$ cat src/rtl/ctrl_pkg.sv
// Shared RV32I encoding definitions: descriptor enums, opcode/func constants, helpers.
// Shared by the instruction decoder and the instruction encoder.
package ctrl_pkg;

  typedef enum logic [3:0] {
    CLS_R      = 4'd0,
    CLS_I_ALU  = 4'd1,
    CLS_LOAD   = 4'd2,
    CLS_STORE  = 4'd3,
    CLS_BRANCH = 4'd4,
    CLS_LUI    = 4'd5,
    CLS_AUIPC  = 4'd6,
    CLS_JAL    = 4'd7,
    CLS_JALR   = 4'd8
  } cls_e;

  typedef enum logic [3:0] {
    ALU_ADD  = 4'd0,
    ALU_SUB  = 4'd1,
    ALU_SLL  = 4'd2,
    ALU_SRL  = 4'd3,
    ALU_SRA  = 4'd4,
    ALU_SLT  = 4'd5,
    ALU_SLTU = 4'd6,
    ALU_XOR  = 4'd7,
    ALU_OR   = 4'd8,
    ALU_AND  = 4'd9
  } alu_op_e;

  typedef enum logic [2:0] {
    BR_BEQ  = 3'd1,
    BR_BNE  = 3'd2,
    BR_BLT  = 3'd3,
    BR_BGE  = 3'd4,
    BR_BLTU = 3'd5,
    BR_BGEU = 3'd6
  } br_type_e;

  localparam logic [6:0] OPC_OP     = 7'b0110011;
  localparam logic [6:0] OPC_OP_IMM = 7'b0010011;
  localparam logic [6:0] OPC_LOAD   = 7'b0000011;
  localparam logic [6:0] OPC_STORE  = 7'b0100011;
  localparam logic [6:0] OPC_BRANCH = 7'b1100011;
  localparam logic [6:0] OPC_LUI    = 7'b0110111;
  localparam logic [6:0] OPC_AUIPC  = 7'b0010111;
  localparam logic [6:0] OPC_JAL    = 7'b1101111;
  localparam logic [6:0] OPC_JALR   = 7'b1100111;

  localparam logic [2:0] F3_ADD_SUB = 3'b000;
  localparam logic [2:0] F3_SLL     = 3'b001;
  localparam logic [2:0] F3_SLT     = 3'b010;
  localparam logic [2:0] F3_SLTU    = 3'b011;
  localparam logic [2:0] F3_XOR     = 3'b100;
  localparam logic [2:0] F3_SRL_SRA = 3'b101;
  localparam logic [2:0] F3_OR      = 3'b110;
  localparam logic [2:0] F3_AND     = 3'b111;
  localparam logic [2:0] F3_BEQ     = 3'b000;
  localparam logic [2:0] F3_BNE     = 3'b001;
  localparam logic [2:0] F3_BLT     = 3'b100;
  localparam logic [2:0] F3_BGE     = 3'b101;
  localparam logic [2:0] F3_BLTU    = 3'b110;
  localparam logic [2:0] F3_BGEU    = 3'b111;
  localparam logic [2:0] F3_JALR    = 3'b000;

  localparam logic [6:0] F7_BASE = 7'b0000000;
  localparam logic [6:0] F7_ALT  = 7'b0100000;

  localparam logic [31:0] INST_NOP = 32'h0000_0013;

  typedef struct packed {
    logic [31:0] word;
    logic        err;
  } enc_t;

  // True when v is representable as a two's-complement number of the given width.
  function automatic logic fits_signed(input logic [31:0] v, input int unsigned bits);
    logic [31:0] hi;
    hi = $signed(v) >>> (bits - 1);
    return (hi == '0) || (hi == '1);
  endfunction

  function automatic logic [2:0] alu_func3(input logic [3:0] op);
    case (op)
      ALU_SLL:          return F3_SLL;
      ALU_SLT:          return F3_SLT;
      ALU_SLTU:         return F3_SLTU;
      ALU_XOR:          return F3_XOR;
      ALU_SRL, ALU_SRA: return F3_SRL_SRA;
      ALU_OR:           return F3_OR;
      ALU_AND:          return F3_AND;
      default:          return F3_ADD_SUB;
    endcase
  endfunction

  function automatic logic [2:0] br_func3(input logic [2:0] br);
    case (br)
      BR_BNE:  return F3_BNE;
      BR_BLT:  return F3_BLT;
      BR_BGE:  return F3_BGE;
      BR_BLTU: return F3_BLTU;
      BR_BGEU: return F3_BGEU;
      default: return F3_BEQ;
    endcase
  endfunction

endpackage

$ cat src/rtl/enc_fifo.sv
// Small circular FIFO with occupancy count; pushes when full and pops when empty
// are dropped.
module enc_fifo #(
  parameter int W     = 8,
  parameter int DEPTH = 2,
  localparam int CW   = $clog2(DEPTH + 1)
) (
  input  logic          clk,
  input  logic          rst,
  input  logic          push,
  input  logic [W-1:0]  wdata,
  input  logic          pop,
  output logic [W-1:0]  rdata,
  output logic [CW-1:0] count,
  output logic          full,
  output logic          empty
);

  localparam int PW = (DEPTH > 1) ? $clog2(DEPTH) : 1;

  logic [W-1:0]  mem [DEPTH];
  logic [PW-1:0] wr_ptr, rd_ptr;
  logic          do_push, do_pop;

  assign full    = (count == CW'(DEPTH));
  assign empty   = (count == '0);
  assign do_push = push && !full;
  assign do_pop  = pop && !empty;
  assign rdata   = mem[rd_ptr];

  function automatic logic [PW-1:0] next_ptr(input logic [PW-1:0] p);
    return (p == PW'(DEPTH - 1)) ? '0 : p + 1'b1;
  endfunction

  // NOTE: storage has no reset; emptiness is tracked by count alone, so stale
  // entries are never observable and the array maps onto plain flops/RAM.
  always_ff @(posedge clk) begin
    if (do_push) mem[wr_ptr] <= wdata;
  end

  // NOTE: sequential state uses non-blocking assignments so every register
  // samples pre-edge values regardless of statement order.
  always_ff @(posedge clk or posedge rst) begin
    if (rst) begin
      wr_ptr <= '0;
      rd_ptr <= '0;
      count  <= '0;
    end else begin
      if (do_push) wr_ptr <= next_ptr(wr_ptr);
      if (do_pop)  rd_ptr <= next_ptr(rd_ptr);
      case ({do_push, do_pop})
        2'b10:   count <= count + 1'b1;
        2'b01:   count <= count - 1'b1;
        default: count <= count;
      endcase
    end
  end

endmodule

$ cat src/rtl/inst_encoder.sv
// Encodes RV32I descriptors into instruction words and streams (addr, word, err)
// through a small FIFO towards the instruction-memory load path.
module inst_encoder
  import ctrl_pkg::*;
#(
  parameter int AW    = 32,
  parameter int DEPTH = 2
) (
  input  logic          clk,
  input  logic          rst,
  input  logic          start,
  input  logic          stop,
  input  logic [AW-1:0] base_addr,
  input  logic          in_valid,
  output logic          in_ready,
  input  logic [3:0]    in_cls,
  input  logic [3:0]    in_alu_op,
  input  logic [2:0]    in_br_type,
  input  logic [2:0]    in_width,
  input  logic [4:0]    in_rd,
  input  logic [4:0]    in_rs1,
  input  logic [4:0]    in_rs2,
  input  logic [31:0]   in_imm,
  output logic          out_valid,
  input  logic          out_ready,
  output logic [AW-1:0] out_addr,
  output logic [31:0]   out_inst,
  output logic          out_err,
  output logic          busy,
  output logic          done,
  output logic [15:0]   enc_count,
  output logic [15:0]   err_count
);

  localparam int CW = $clog2(DEPTH + 1);
  localparam int FW = AW + 33;

  localparam logic [1:0] ST_IDLE  = 2'd0;
  localparam logic [1:0] ST_RUN   = 2'd1;
  localparam logic [1:0] ST_DRAIN = 2'd2;

  logic [1:0]    state;
  logic [AW-1:0] addr_q;
  enc_t          enc;
  logic          push;
  logic [FW-1:0] fifo_rdata;
  logic [CW-1:0] fifo_count;
  logic          fifo_full, fifo_empty;

  function automatic enc_t encode(
    input logic [3:0] cls, input logic [3:0] alu_op, input logic [2:0] br_type,
    input logic [2:0] width, input logic [4:0] rd, input logic [4:0] rs1,
    input logic [4:0] rs2, input logic [31:0] imm);
    enc_t       r;
    logic       ok;
    logic       is_shift;
    logic [6:0] f7;
    logic [2:0] f3;
    // NOTE: every result gets a default before the case so no path can hold a
    // previous value; this keeps the encoder purely combinational.
    r.word   = INST_NOP;
    ok       = 1'b0;
    f3       = alu_func3(alu_op);
    f7       = (alu_op == ALU_SUB || alu_op == ALU_SRA) ? F7_ALT : F7_BASE;
    is_shift = (alu_op == ALU_SLL) || (alu_op == ALU_SRL) || (alu_op == ALU_SRA);
    case (cls)
      CLS_R: begin
        ok     = (alu_op <= ALU_AND);
        r.word = {f7, rs2, rs1, f3, rd, OPC_OP};
      end
      CLS_I_ALU: begin
        ok     = (alu_op <= ALU_AND) && (alu_op != ALU_SUB) &&
                 (is_shift ? (imm[31:5] == '0) : fits_signed(imm, 12));
        r.word = is_shift ? {f7, imm[4:0], rs1, f3, rd, OPC_OP_IMM}
                          : {imm[11:0], rs1, f3, rd, OPC_OP_IMM};
      end
      CLS_LOAD: begin
        ok     = (width inside {3'd0, 3'd1, 3'd2, 3'd4, 3'd5}) && fits_signed(imm, 12);
        r.word = {imm[11:0], rs1, width, rd, OPC_LOAD};
      end
      CLS_STORE: begin
        ok     = (width <= 3'd2) && fits_signed(imm, 12);
        r.word = {imm[11:5], rs2, rs1, width, imm[4:0], OPC_STORE};
      end
      CLS_BRANCH: begin
        ok     = (br_type != 3'd0) && (br_type != 3'd7) && !imm[0] && fits_signed(imm, 13);
        r.word = {imm[12], imm[10:5], rs2, rs1, br_func3(br_type), imm[4:1], imm[11], OPC_BRANCH};
      end
      CLS_LUI, CLS_AUIPC: begin
        ok     = (imm[11:0] == '0);
        r.word = {imm[31:12], rd, (cls == CLS_LUI) ? OPC_LUI : OPC_AUIPC};
      end
      CLS_JAL: begin
        ok     = !imm[0] && fits_signed(imm, 21);
        r.word = {imm[20], imm[10:1], imm[11], imm[19:12], rd, OPC_JAL};
      end
      CLS_JALR: begin
        ok     = fits_signed(imm, 12);
        r.word = {imm[11:0], rs1, F3_JALR, rd, OPC_JALR};
      end
      default: ok = 1'b0;
    endcase
    if (!ok) r.word = INST_NOP;
    r.err = !ok;
    return r;
  endfunction

  always_comb begin
    enc = encode(in_cls, in_alu_op, in_br_type, in_width, in_rd, in_rs1, in_rs2, in_imm);
  end

  assign in_ready  = (state == ST_RUN) && !fifo_full;
  assign push      = in_valid && in_ready;
  assign out_valid = !fifo_empty;
  assign busy      = (state != ST_IDLE);
  // Head fields read as zero while empty so nothing stale leaks after reset.
  assign {out_addr, out_inst, out_err} = fifo_empty ? '0 : fifo_rdata;

  enc_fifo #(.W(FW), .DEPTH(DEPTH)) u_fifo (
    .clk   (clk),
    .rst   (rst),
    .push  (push),
    .wdata ({addr_q, enc.word, enc.err}),
    .pop   (out_ready),
    .rdata (fifo_rdata),
    .count (fifo_count),
    .full  (fifo_full),
    .empty (fifo_empty)
  );

  always_ff @(posedge clk or posedge rst) begin
    if (rst) begin
      state     <= ST_IDLE;
      addr_q    <= '0;
      enc_count <= '0;
      err_count <= '0;
      done      <= 1'b0;
    end else begin
      done <= 1'b0;
      case (state)
        ST_IDLE: if (start) begin
          state     <= ST_RUN;
          addr_q    <= base_addr;
          enc_count <= '0;
          err_count <= '0;
        end
        ST_RUN:   if (stop) state <= ST_DRAIN;
        ST_DRAIN: if (fifo_count == '0) begin
          state <= ST_IDLE;
          done  <= 1'b1;
        end
        default:  state <= ST_IDLE;
      endcase
      // Accepts happen only in RUN, so they never collide with the IDLE load.
      if (push) begin
        addr_q <= addr_q + AW'(4);
        if (enc_count != 16'hFFFF) enc_count <= enc_count + 1'b1;
        if (enc.err && err_count != 16'hFFFF) err_count <= err_count + 1'b1;
      end
    end
  end

endmodule
$ cat config.mk
export PLATFORM = sky130hd
export DESIGN_NAME = inst_encoder
export DESIGN_NICKNAME = d
export VERILOG_FILES = /design/src/rtl/ctrl_pkg.sv /design/src/rtl/enc_fifo.sv /design/src/rtl/inst_encoder.sv
export SDC_FILE = /design/constraint.sdc
export NUM_CORES = 1
export LEC_CHECK = 0
export BUFFER_PORTS_ARGS = -buffer_cell sky130_fd_sc_hd__buf_2
export CAP_MARGIN = 5
export CORE_UTILIZATION = 40
export CTS_BUF_LIST = sky130_fd_sc_hd__clkbuf_4
export DETAILED_ROUTE_END_ITERATION = 10
export GPL_ROUTABILITY_DRIVEN = 0
export GPL_TIMING_DRIVEN = 0
export SYNTH_ARGS = -nofsm -noshare
export SYNTH_HDL_FRONTEND = slang
export SYNTH_HIERARCHICAL = 1
export SYNTH_SLANG_ARGS = --single-unit
export TNS_END_PERCENT = 100
$ cat constraint.sdc
create_clock -name clk -period 11.9 [get_ports clk]
set_input_delay 1.785 -clock clk [delete_from_list [all_inputs] [get_ports clk]]
set_output_delay 1.785 -clock clk [all_outputs]
set_load 0.01 [all_outputs]
==> results of run 1 <==
[kinds of logic (layout without fill, tap and decap cells)]
kind of cell    after synthesis  after routing  synth area share [%]
other cells                   1              5                0.0363
simple gates                375            375                  18.5
flops                       201            201                  55.0
xor+xnor                     16             16                  1.36
mux                          74             74                  9.46
compound gates              174            174                  11.9
fa+ha+maj                     8              8                 0.969
buf+inv                      62            349                  2.80
[synth_stat cells, types with 8 or more instances]
library cell and n:
a21oi_1 25, nor4_1 15, o21ai_0 44, nand2_1 90, ha_1 8, a221o_1 19
dfrtp_1 71, and3_1 9, nand4_1 16, nor2_1 82, clkbuf_1 29, mux2_2 29
edfxtp_1 130, and4_1 10, and2_1 8, a22oi_1 21, inv_1 18, nand3_1 30
mux2_4 40, nor2b_1 71, xnor2_1 10, nor3_1 19
[cell type report]
class / count / area, um2 / share of cell area, %
clock buffer: 81 / 608 / 4.86
antenna: 1 / 2.50 / 0.0200
buffer: 44 / 221 / 1.77
multi-input combinational: 651 / 4390 / 35.1
tap: 330 / 413 / 3.30
timing repair buffer: 198 / 1070 / 8.52
sequential: 201 / 5680 / 45.4
inverter: 18 / 70.1 / 0.560
clock inverter: 8 / 63.8 / 0.510
[critical path, stage by stage (launching register included)]
cell	delay, ps
dfrtp_1	460
nor2_1	350
clkbuf_1	550
clkbuf_1	470
nor2b_1	150
buf_2	170
[stage by stage]
| step | worst slack, ps | hold slack, ps | std cells |
|---|---|---|---|
| 5_1_grt | 7070 | 514 | 1532 |
| 3_3_place_gp | 3790 | 471 | 1438 |
| 2_1_floorplan | 6170 | 442 | 914 |
| 4_1_cts | 7160 | 501 | 1531 |
| 3_5_place_dp | 7280 | 484 | 1442 |
| 6_report | 7330 | 501 | 1532 |
[routing by layer]
metal | part of all wire (%) | vias up
li1 | - | 3933
met1 | 46 | 3870
met2 | 45 | 293
met3 | 6.5 | 65
met4 | 3.1 | 0
met5 | 0 | -
[cell usage in the layout (no fill, tap or decap), types with 7 or more instances in the layout]
| cell type | count |
|---|---|
| and3_1 | 8 |
| clkbuf_4 | 81 |
| nand2_1 | 90 |
| inv_1 | 17 |
| a221o_1 | 19 |
| ha_1 | 8 |
| nor3b_1 | 7 |
| nor2b_1 | 71 |
| nand3_1 | 30 |
| edfxtp_1 | 130 |
| mux2_2 | 29 |
| nor2_1 | 81 |
| buf_2 | 200 |
| mux2_4 | 40 |
| nand4_1 | 16 |
| a21oi_1 | 25 |
| nor4_1 | 15 |
| o21ai_0 | 44 |
| xnor2_1 | 10 |
| a31oi_1 | 7 |
| a22oi_1 | 21 |
| and2_1 | 8 |
| o211ai_1 | 7 |
| o311ai_0 | 7 |
| clkbuf_1 | 29 |
| nor3_1 | 19 |
| and4_1 | 10 |
| dfrtp_1 | 71 |
[report_power, final]
part           internal, W  switching [W]  total (W)
sequential        0.000901       0.000116    0.00102
clock             0.000329       0.000272   0.000601
combinational     0.000392       0.000497   0.000889
[worst paths after layout]
| kind | from | end | slack [ps] | depth (start not counted) |
|---|---|---|---|---|
| worst max-delay path | u_fifo/count[0]$_DFFE_PP0P_ | out_inst[24] | 7330 | 5 |
| worst min-delay path | addr_q[0]$_DFFE_PP0P_ | u_fifo/mem[0][33]$_DFFE_PP_ | 500 | 0 |
| worst max register to register | u_fifo/count[0]$_DFFE_PP0P_ | u_fifo/mem[0][11]$_DFFE_PP_ | 8020 | 10 |
| worst min register to register | addr_q[0]$_DFFE_PP0P_ | u_fifo/mem[0][33]$_DFFE_PP_ | 500 | 0 |
| max in group asynchronous | rst | err_count[6]$_DFF_PP0_ | 10190 | 3 |
| min in group asynchronous | rst | u_fifo/rd_ptr$_DFFE_PP0P_ | 1080 | 2 |
[flip-flops by register name (all words and copies together) (netlist names)]
register	cells
done	1
addr_q	32
state	2
u_fifo/wr_ptr	1
u_fifo/mem	130
enc_count	16
u_fifo/count	2
err_count	16
u_fifo/rd_ptr	1
==> results.ini, run 1 <==
[status]
status = finished clean

[critical_path]
worstSetupEndpointType = primary output
cp-start-kind = flip-flop
arrival_ps = 2790
cp_max_fo = 10
critPathKind = reg -> out
worstPathRequired_ps = 10120

[synthesis]
syn_avg_cell_area_um2 = 11.3
ys_ff_latch = 201
yosysTopAreaCell = edfxtp_1
yosysTopAreaCellShare_pct = 37.8
async_flop_share_pct = 35.3
synth_edf_count = 130
ys_types = 66
ys_seq_area_share_pct = 55.0
synth_area_leaders = edfxtp_1 38%, dfrtp_1 17%, mux2_4 5.8%, nor2b_1 4.3%, nand2_1 3.3%
yosysWarnings = 6
synthesis.instances = 911
syn_area_um2 = 10300
synth-main-ff-cell = edfxtp_1

[clock_tree]
cts.root.buffer_cell = clkbuf_4
htreeDepth = 2
cts_buffers = 51
path_clk_slew_ps = 60
postCtsSetupBuffers = 0
cts_resized = 0
clk-insertion-delay-late_ps = 650
cts.sinks = 201
cts_tree = built
cts.path.max_buffers = 3
cts_hold_buf = 0

[timing]
finalSetupViolCount = 0
slew_viol_final = 0
final_hold_viol_count = 0
fmax_mhz = 219
maxSlewHeadroom_pct = 42.8
worstMarginPinSlew_ps = 851
clock_skew_ps = 55.1
rsz0062_at_grt = no
period_share_pct = 38.4
period_minus_slack_ps = 4570
setup_tns_ps = 0

[final_layout]
fin_nets = 1272
fin_util_pct = 49.5
fin_area_um2 = 12500
area_growth_pct = 21.1
drive_above_1_share_pct = 31.6
fillers = 2342

[grt]
grt-busiest-layer = met2
gr-usage-all-layers_pct = 20.4
met2_usage_pct = 30.9
antenna_found_initial = 1
grt_pass1_wl_um = 41600
grt_pass1_vias = 7715
grt.overflow.total = 0
gr-usage-met1_pct = 28.4
grt_use_met3_pct = 4.38
grt_max_degree = 49

[power_and_ir_drop]
max-vdd-ir-drop_v = 0.000107
power.total_w = 0.00251
p_per_area_nw_per_um2 = 200
cellLeakagePower_nw = 5.26

[floorplan]
fp.dieW_um = 163
std_cell_rows = 58
chipHeight_um = 163
core_um2 = 25300
dieArea_um2 = 26500
initial_core_util_pct = 40.9
pin_count = 200

[run]
drv_cap = 0

[placed_design]
port_buffers = 194
place_area_um2 = 11800
dp_hpwl_um = 19500

[route]
route.detailed.drc = 0
dr.pass1.iters = 5
wl_per_cell_um = 17.7
drtIter0Drc = 500
wl_um = 27100
viasPerCell = 5.33
antenna_left = 0
vias = 8161

[min_path]
hold_path.class = reg -> reg

(Power assumes the default switching activity.)
==> inputs of run 2 (changes only) <==
==> constraint.sdc (replaced) <==
create_clock -name clk -period 4.22 [get_ports clk]
set_input_delay 0.633 -clock clk [delete_from_list [all_inputs] [get_ports clk]]
set_output_delay 0.633 -clock clk [all_outputs]
set_load 0.01 [all_outputs]
==> results.ini, run 2 (synthesized netlist as in run 1, its figures left out) <==
[status]
status = finished clean  ; unchanged

[clock_tree]
cts_tree = built  ; unchanged
postCtsSetupBuffers = 0  ; unchanged
cts.sinks = 201  ; unchanged
cts_hold_buf = 1  ; was 0
cts.path.max_buffers = 3  ; unchanged
clk-insertion-delay-late_ps = 650  ; about the same
htreeDepth = 2  ; unchanged
path_clk_slew_ps = 70  ; was 60 ps
cts.root.buffer_cell = clkbuf_4  ; unchanged
cts_resized = 0  ; unchanged
cts_buffers = 54  ; was 51

[grt]
grt_pass1_wl_um = 41900  ; was 41600 um
antenna_found_initial = 1  ; unchanged
grt_max_degree = 68  ; was 49
grt.overflow.total = 0  ; unchanged
grt_pass1_vias = 7778  ; was 7715
gr-usage-all-layers_pct = 20.5  ; was 20.4%

[power_and_ir_drop]
p_per_area_nw_per_um2 = 566  ; was 200 nW/um2
max-vdd-ir-drop_v = 0.000258  ; was 0.000107 V
cellLeakagePower_nw = 5.28  ; was 5.26 nW

[final_layout]
fin_util_pct = 49.6  ; was 49.5%
seqCellArea_um2 = 5680  ; unchanged
final_common_cell = buf_2  ; unchanged
fillers = 2386  ; was 2342
stdcell_count = 1541  ; was 1532
largest_reg_flops = 130  ; unchanged
fin_nets = 1275  ; was 1272
top_regs = u_fifo/mem: 130 flops, addr_q: 32 flops  ; unchanged
multi_input_area_um2 = 4390  ; unchanged
area_growth_pct = 21.3  ; was 21.1%
final_cell_mix = 200 x buf_2, 130 x edfxtp_1, 90 x nand2_1  ; unchanged
regMostFlops = u_fifo/mem  ; unchanged
drive_above_1_share_pct = 31.7  ; was 31.6%

[route]
wl_per_cell_um = 17.5  ; was 17.7 um
viasPerCell = 5.30  ; was 5.33
dr.pass1.iters = 5  ; unchanged
vias = 8164  ; was 8161
wl_um = 26900  ; was 27100 um
drtIter0Drc = 520  ; was 500
antenna_left = 0  ; unchanged
route.detailed.drc = 0  ; unchanged

[floorplan]
initial_core_util_pct = 40.9  ; unchanged
dieArea_um2 = 26500  ; unchanged
pin_count = 200  ; unchanged
chipHeight_um = 163  ; unchanged
std_cell_rows = 58  ; unchanged
core_um2 = 25300  ; unchanged
fp.dieW_um = 163  ; unchanged

[critical_path]
cp-start-kind = flip-flop  ; unchanged
worstPathCellList = nor2_1 > clkbuf_1 > clkbuf_1 > nor2b_1 > buf_2  ; unchanged
crit_top_cell = clkbuf_1  ; unchanged
slowest_delay_ps = 510  ; was 550 ps
cp_max_fo = 10  ; unchanged
cp_slowest_cell = clkbuf_1  ; unchanged
worstSetupEndpointType = primary output  ; unchanged
arrival_ps = 2760  ; was 2790 ps
critPathKind = reg -> out  ; unchanged
worstPathRequired_ps = 3590  ; was 10120 ps

[timing]
maxSlewHeadroom_pct = 40.2  ; was 42.8%
fmax_mhz = 295
slew_viol_final = 0  ; unchanged
rsz0062_at_grt = no  ; unchanged
final_hold_viol_count = 0  ; unchanged
finalSetupViolCount = 0  ; unchanged
clock_skew_ps = 36.8  ; was 55.1 ps
worstMarginPinSlew_ps = 896  ; was 851 ps
period_share_pct = 80.3
hold_ws_ps = 199  ; was 501 ps
period_minus_slack_ps = 3390

[run]
drv_cap = 0  ; unchanged

[placed_design]
port_buffers = 194  ; unchanged
placedCellCount = 1441  ; was 1442
dp_hpwl_um = 19500  ; about the same

[min_path]
hold_path.class = in -> reg  ; was reg -> reg

run 2: cell count changes in the layout (fill, tap and decap cells not counted):
cell,delta
inv_6,+1
buf_16,-1
inv_2,+1
clkbuf_4,+1
clkinv_4,-1
dlygate4sd3_1,+1
clkinv_2,+3
clkinv_1,+4
run 2: stage by stage:
stage	TNS [ps]	worst slack, ps	power, W	cell area [um2]
after floorplan	0	277	0.00448	10300
after global placement	-117080	-1100	0.00537	11700
after detailed placement	0	775	0.00543	11800
after CTS	0	618	0.00719	12500
after global routing	0	522	0.00756	12500
final	0	830	0.00710	12500
run 2: cell type report:
class / instances / area share [%]
sequential: 201 / 45.3
multi-input combinational: 651 / 35.0
timing repair buffer: 198 / 8.36
clock buffer: 82 / 4.91
tap: 330 / 3.29
buffer: 44 / 1.77
clock inverter: 16 / 0.779
inverter: 18 / 0.559
antenna: 1 / 0.0200
run 2: report_power, final:
part	total [W]	internal [W]	switching, W
combinational	0.00249	0.00110	0.00139
sequential	0.00286	0.00254	0.000322
clock	0.00174	0.000951	0.000790
run 2: path summary, 6_finish.rpt:
path	from	to	slack (ps)	cells after the start
worst max-delay path	u_fifo/count[0]$_DFFE_PP0P_	out_inst[24]	830	5
worst min-delay path	base_addr[23]	addr_q[23]$_DFFE_PP0P_	200	3
worst max register to register	u_fifo/count[0]$_DFFE_PP0P_	u_fifo/mem[0][36]$_DFFE_PP_	920	9
worst min register to register	addr_q[1]$_DFFE_PP0P_	u_fifo/mem[0][34]$_DFFE_PP_	460	0
max in group asynchronous	rst	err_count[9]$_DFF_PP0_	2840	3
min in group asynchronous	rst	u_fifo/rd_ptr$_DFFE_PP0P_	460	3
run 2: worst max-delay path: cells and delay by family (launching register included):
kind	cells	cell delay [ps]
flip-flops	1	450
AND/OR/NAND/NOR	2	490
buffers and inverters	3	1160
run 2: metal layers:
metal	vias to the layer above	GRT usage (%)	share of wire, %
met5	-	0	0
met4	0	7.82	2.8
met3	55	4.33	6.2
met2	262	31.7	45
met1	3889	28.1	46
li1	3958	-	-
